## src/rtl/cpu_pkg.sv

```systemverilog
// Shared core constants used by the writeback path.
package cpu_pkg;
    localparam int XLEN  = 32;
    localparam int REG_W = 5;

    // x0 is hard-wired to zero, so it must never see a write enable.
    function automatic logic rf_writable(input logic [REG_W-1:0] idx);
        return idx != '0;
    endfunction
endpackage

```

## src/rtl/wb_fifo.sv

```systemverilog
// Small in-order FIFO buffering ALU results ahead of the regfile write port.
module wb_fifo #(
    parameter  int W     = 37,
    parameter  int DEPTH = 2,
    localparam int AW    = $clog2(DEPTH),
    localparam int CW    = AW + 1
) (
    input  logic          clk,
    input  logic          rst_n,
    input  logic          i_push,
    input  logic [W-1:0]  i_push_data,
    input  logic          i_pop,
    output logic [W-1:0]  o_pop_data,
    output logic [CW-1:0] o_count
);
    logic [W-1:0]  r_mem [DEPTH];
    logic [AW-1:0] r_wptr;
    logic [AW-1:0] r_rptr;
    logic [CW-1:0] r_count;

    // DEPTH is a power of two, so the pointers wrap on natural overflow.
    always_ff @(posedge clk or negedge rst_n) begin
        if (!rst_n) begin
            r_wptr  <= '0;
            r_rptr  <= '0;
            r_count <= '0;
        end else begin
            if (i_push) r_wptr <= r_wptr + 1'b1;
            if (i_pop)  r_rptr <= r_rptr + 1'b1;
            case ({i_push, i_pop})
                2'b10:   r_count <= r_count + 1'b1;
                2'b01:   r_count <= r_count - 1'b1;
                default: r_count <= r_count;
            endcase
        end
    end

    always_ff @(posedge clk) begin
        if (i_push) r_mem[r_wptr] <= i_push_data;
    end

    assign o_pop_data = r_mem[r_rptr];
    assign o_count    = r_count;
endmodule

```

## src/rtl/wb_arbiter.sv

```systemverilog
// Writeback arbiter: merges buffered ALU results and load results onto one regfile write port.
module wb_arbiter #(
    parameter  int XLEN  = cpu_pkg::XLEN,
    parameter  int DEPTH = 2,
    localparam int RW    = cpu_pkg::REG_W,
    localparam int CW    = $clog2(DEPTH) + 1
) (
    input  logic            clk,
    input  logic            rst_n,
    input  logic            alu_valid,
    output logic            alu_ready,
    input  logic [RW-1:0]   alu_rd,
    input  logic [XLEN-1:0] alu_data,
    input  logic            mem_valid,
    output logic            mem_ready,
    input  logic [RW-1:0]   mem_rd,
    input  logic [XLEN-1:0] mem_data,
    output logic [RW-1:0]   rd,
    output logic [XLEN-1:0] wd,
    output logic            we,
    output logic [CW-1:0]   fifo_count
);
    localparam logic [CW-1:0] FULL = CW'(DEPTH);

    logic [CW-1:0]      w_count;
    logic [RW+XLEN-1:0] w_head;
    logic               w_full;
    logic               w_push;
    logic               w_take_mem;
    logic               w_pop;

    logic [RW-1:0]      r_rd;
    logic [XLEN-1:0]    r_wd;
    logic               r_we;

    // A full FIFO always drains first so ALU results can never starve behind loads.
    assign w_full     = (w_count == FULL);
    assign w_push     = alu_valid && !w_full;
    assign w_take_mem = mem_valid && !w_full;
    assign w_pop      = w_full || (!mem_valid && w_count != '0);

    wb_fifo #(
        .W     (RW + XLEN),
        .DEPTH (DEPTH)
    ) u_fifo (
        .clk         (clk),
        .rst_n       (rst_n),
        .i_push      (w_push),
        .i_push_data ({alu_rd, alu_data}),
        .i_pop       (w_pop),
        .o_pop_data  (w_head),
        .o_count     (w_count)
    );

    always_ff @(posedge clk or negedge rst_n) begin
        if (!rst_n) begin
            r_rd <= '0;
            r_wd <= '0;
            r_we <= 1'b0;
        end else if (w_take_mem) begin
            r_rd <= mem_rd;
            r_wd <= mem_data;
            r_we <= cpu_pkg::rf_writable(mem_rd);
        end else if (w_pop) begin
            r_rd <= w_head[RW+XLEN-1:XLEN];
            r_wd <= w_head[XLEN-1:0];
            r_we <= cpu_pkg::rf_writable(w_head[RW+XLEN-1:XLEN]);
        end else begin
            r_we <= 1'b0;
        end
    end

    assign alu_ready  = !w_full;
    assign mem_ready  = !w_full;
    assign rd         = r_rd;
    assign wd         = r_wd;
    assign we         = r_we;
    assign fifo_count = w_count;
endmodule

```

## config.mk

```make
export PLATFORM = sky130hd
export DESIGN_NAME = wb_arbiter
export DESIGN_NICKNAME = d
export VERILOG_FILES = /design/src/rtl/cpu_pkg.sv /design/src/rtl/wb_fifo.sv /design/src/rtl/wb_arbiter.sv
export SDC_FILE = /design/constraint.sdc
export NUM_CORES = 1
export LEC_CHECK = 0
export ABC_AREA = 0
export BUFFER_PORTS_ARGS = -buffer_cell sky130_fd_sc_hd__buf_2
export CORE_MARGIN = 10
export CORE_UTILIZATION = 55
export DETAILED_ROUTE_END_ITERATION = 8
export GPL_TIMING_DRIVEN = 0
export PLACE_DENSITY = 0.81
export SYNTH_ARGS = -nofsm -noshare
export SYNTH_HDL_FRONTEND = slang
export SYNTH_SLANG_ARGS = --single-unit
```

## constraint.sdc

```tcl
create_clock -name clk -period 6.1 [get_ports clk]
set_input_delay 0.305 -clock clk [delete_from_list [all_inputs] [get_ports clk]]
set_output_delay 0.305 -clock clk [all_outputs]
set_load 0.01 [all_outputs]
```

==> impl_metrics.py <==
metrics = {
    "status": {
        "status": "complete, but fails checks",
        "violations": "negative hold slack",
    },
    "flow_run": {
        "cap_viol_max_count": 0,
    },
    "synthesis": {
        "netlist_area_mm2": 0.00526,
        "synth_top_family_by_area": "compound AO/OA/AOI/OAI gates",
        "synthCells": 358,
        "yosysUniqueCellTypes": 33,
        "ys.flop_type": "edfxtp_1",
        "syn_area_per_cell_um2": 14.7,
        "synth.yosys.warnings": 0,
        "synth-xor-area-share": 0.00832,
        "ys_seq_area_frac": 0.622,
        "yosys.area_share.simple": 0.123,
        "async_flop_share": 0.362,
        "synth-compound-area-share": 0.195,
        "syn_nets": 437,
        "yosys-mux-area-fraction": 0,
        "synth_edf_count": 74,
        "synth-seq-cells": 116,
        "yosys.area_share.adder": 0.00238,
    },
    "timing": {
        "fmax_mhz": 460,
        "setup_tns_ns": 0,
        "worst_pin_slew_ns": 1.05,
        "drv_slew": 0,
        "hold_ws_ns": -0.0225,
        "slew_headroom": 0.302,
        "rsz0062_at_grt": "no",
        "fin_crit_sh": 0.357,
        "fin_skew_ns": 0.0182,
        "min_period_ns": 2.18,
        "final_hold_viol_count": 21,
        "setup_viol": 0,
    },
    "cts": {
        "clk_pin_slew_ns": 0.06,
        "cts_setup_buffers": 0,
        "cts_max_level": 4,
        "clk_latency_ns": 0.51,
        "cts_root_buffer": "clkbuf_8",
        "cts_buffers": 17,
        "postCtsHoldBufs": 36,
        "clk_path_buf_depth": 2,
        "cts_resized": 0,
        "cts_tree": "yes",
        "cts_sinks": 116,
    },
    "setup_path": {
        "start_kind": "flip-flop",
        "critPathCaptureType": "flip-flop",
        "crit_required_ns": 6.22,
        "critical_path_class": "flip-flop to flip-flop",
        "crit_path_max_fanout": 37,
        "critPathArrivalTime_ns": 2.29,
        "worst_r2r_path_depth": 4,
    },
    "global_routing": {
        "grt_pass1_vias": 4194,
        "grt_max_degree": 43,
        "gr-total-overflow": 0,
        "grt_first_pass_wirelength_mm": 22.6,
        "grt_antenna_before_repair": 0,
        "track_usage": 0.203,
    },
    "route": {
        "first_pass_iters": 4,
        "drt_iter0_markers": 281,
        "vias_per_cell": 5.61,
        "wl_per_cell_um": 20.9,
        "drcViolationCount": 0,
        "vias": 3784,
        "postRouteAntennaNets": 0,
        "drt_wl_total_mm": 14.1,
    },
    "placement": {
        "io_buffers": 119,
        "place_hpwl_mm": 9.23,
        "gp_congestion": 0.825,
        "dp.cells": 607,
        "placed_cell_area_mm2": 0.00605,
    },
    "finish": {
        "drive_gt1_frac": 0.465,
        "multiInputGateArea_mm2": 0.00174,
        "fin_util": 0.747,
        "fill_cells": 622,
        "syn_to_final_growth_pct": 31.8,
        "fin_nets": 612,
        "design_area_mm2": 0.00694,
        "seq_area_mm2": 0.00327,
        "diodes": 0,
        "fin_cells": 675,
    },
    "min_path": {
        "hold_path.class": "input port to async pin",
    },
    "power_and_ir_drop": {
        "swShare": 0.355,
        "switching_power_mw": 1.23,
        "peakVddDrop_mv": 0.342,
        "combPwrFrac": 0.381,
        "pwr-share-clk": 0.253,
        "p_seq_frac": 0.365,
        "p_leak_nw": 2.71,
        "cell_internal_pwr_mw": 2.23,
        "power.density_mw_per_mm2": 498,
    },
    "floorplanning": {
        "start_util": 0.567,
        "num_rows": 35,
        "core_mm2": 0.00928,
        "fp.dieW_um": 118,
        "die-area_mm2": 0.0139,
        "ioPinCount": 120,
        "die_h_um": 118,
    },
}
synthesized netlist by cell type, types with 2 or more instances:
| master | count | area, um^2 |
|---|---|---|
| buf_4 | 4 | 30.0 |
| dfrtp_1 | 42 | 1050 |
| buf_2 | 14 | 70.1 |
| edfxtp_1 | 74 | 2220 |
| o31ai_1 | 3 | 22.5 |
| nor2b_1 | 23 | 144 |
| nor2_1 | 2 | 7.51 |
| clkbuf_1 | 3 | 11.3 |
| nand2_1 | 38 | 143 |
| a221oi_2 | 36 | 541 |
| nor3_1 | 38 | 190 |
| xnor2_1 | 4 | 35.0 |
| buf_6 | 11 | 124 |
| and2b_1 | 14 | 105 |
| o31ai_2 | 34 | 425 |
power by group through the flow:
stage / clock [mW] / combinational [mW] / sequential [mW]
after floorplan: 0 / 0.821 / 1.31
after global placement: 0 / 1.25 / 1.26
after detailed placement: 0 / 1.30 / 1.27
after CTS: 0.881 / 1.33 / 1.26
after global routing: 0.920 / 1.43 / 1.28
final: 0.874 / 1.32 / 1.26
kinds of logic after synthesis:
| family | Yosys count |
|---|---|
| flip-flops | 116 |
| AND/OR/NAND/NOR | 122 |
| adder cells (fa/ha/maj) | 1 |
| XOR/XNOR | 5 |
| AO/OA/AOI/OAI | 78 |
| buffers and inverters | 36 |
worst paths after layout:
check	slack [ns]	startpoint	end
setup / recovery	3.92	u_fifo.o_count[0]$_DFFE_PN0P_	u_fifo.r_mem[1][3]$_DFFE_PP_
hold / removal	-0.02	rst_n	wd[27]$_DFFE_PN0P_
setup reg to reg	3.92	u_fifo.o_count[0]$_DFFE_PN0P_	u_fifo.r_mem[1][3]$_DFFE_PP_
hold reg to reg	0.48	wd[27]$_DFFE_PN0P_	wd[27]$_DFFE_PN0P_
max in group asynchronous	5.46	rst_n	rd[3]$_DFFE_PN0P_
min in group clk	0.03	alu_data[25]	u_fifo.r_mem[0][25]$_DFFE_PP_
worst max-delay path: stages (launching register included):
cell and delay, ns:
dfrtp_1 0.53, nor2b_4 0.09, inv_4 0.12, buf_6 0.18
and3_2 0.84
cells in the final DEF, fill, tap and decap left out, types with 6 or more instances in the layout:
| cell type | instances |
|---|---|
| a221oi_2 | 36 |
| and2b_1 | 14 |
| buf_2 | 133 |
| buf_6 | 11 |
| clkbuf_1 | 6 |
| clkbuf_16 | 16 |
| dfrtp_1 | 42 |
| dlygate4sd3_1 | 36 |
| edfxtp_1 | 74 |
| nand2_1 | 38 |
| nor2b_1 | 23 |
| nor3_1 | 38 |
| o31ai_2 | 34 |
area by class of cell:
| cell class | instances | share of cell area |
|---|---|---|
| tap | 129 | 0.0233 |
| buffer | 33 | 0.0350 |
| multi-input combinational | 206 | 0.251 |
| inverter | 3 | 0.00198 |
| timing repair buffer | 156 | 0.141 |
| sequential | 116 | 0.472 |
| clock inverter | 11 | 0.0126 |
| clock buffer | 21 | 0.0633 |
sequential cells by signal, summed over array words and instances (netlist names):
register        count
u_fifo.r_rptr       1
u_fifo.o_count      2
wd                 32
u_fifo.r_wptr       1
we                  1
rd                  5
u_fifo.r_mem       74
per-stage QoR:
step	power (mW)	setup WS, ns	hold WS (ns)
finish	3.45	3.92	-0.0225
global route	3.63	3.81	0.0172
CTS	3.47	3.93	0.00606
floorplan	2.14	3.13	0.00941
global placement	2.51	2.22	0.458
detailed placement	2.56	3.94	0.466
layer usage:
metal	GRT usage	up-vias	wire length (um)
met2	0.346	165	7140
met1	0.241	1872	5590
met3	0.0590	18	1140
met4	0.0688	0	208
li1	-	1729	-
met5	0	-	0
Power figures use the tool's default switching activity.
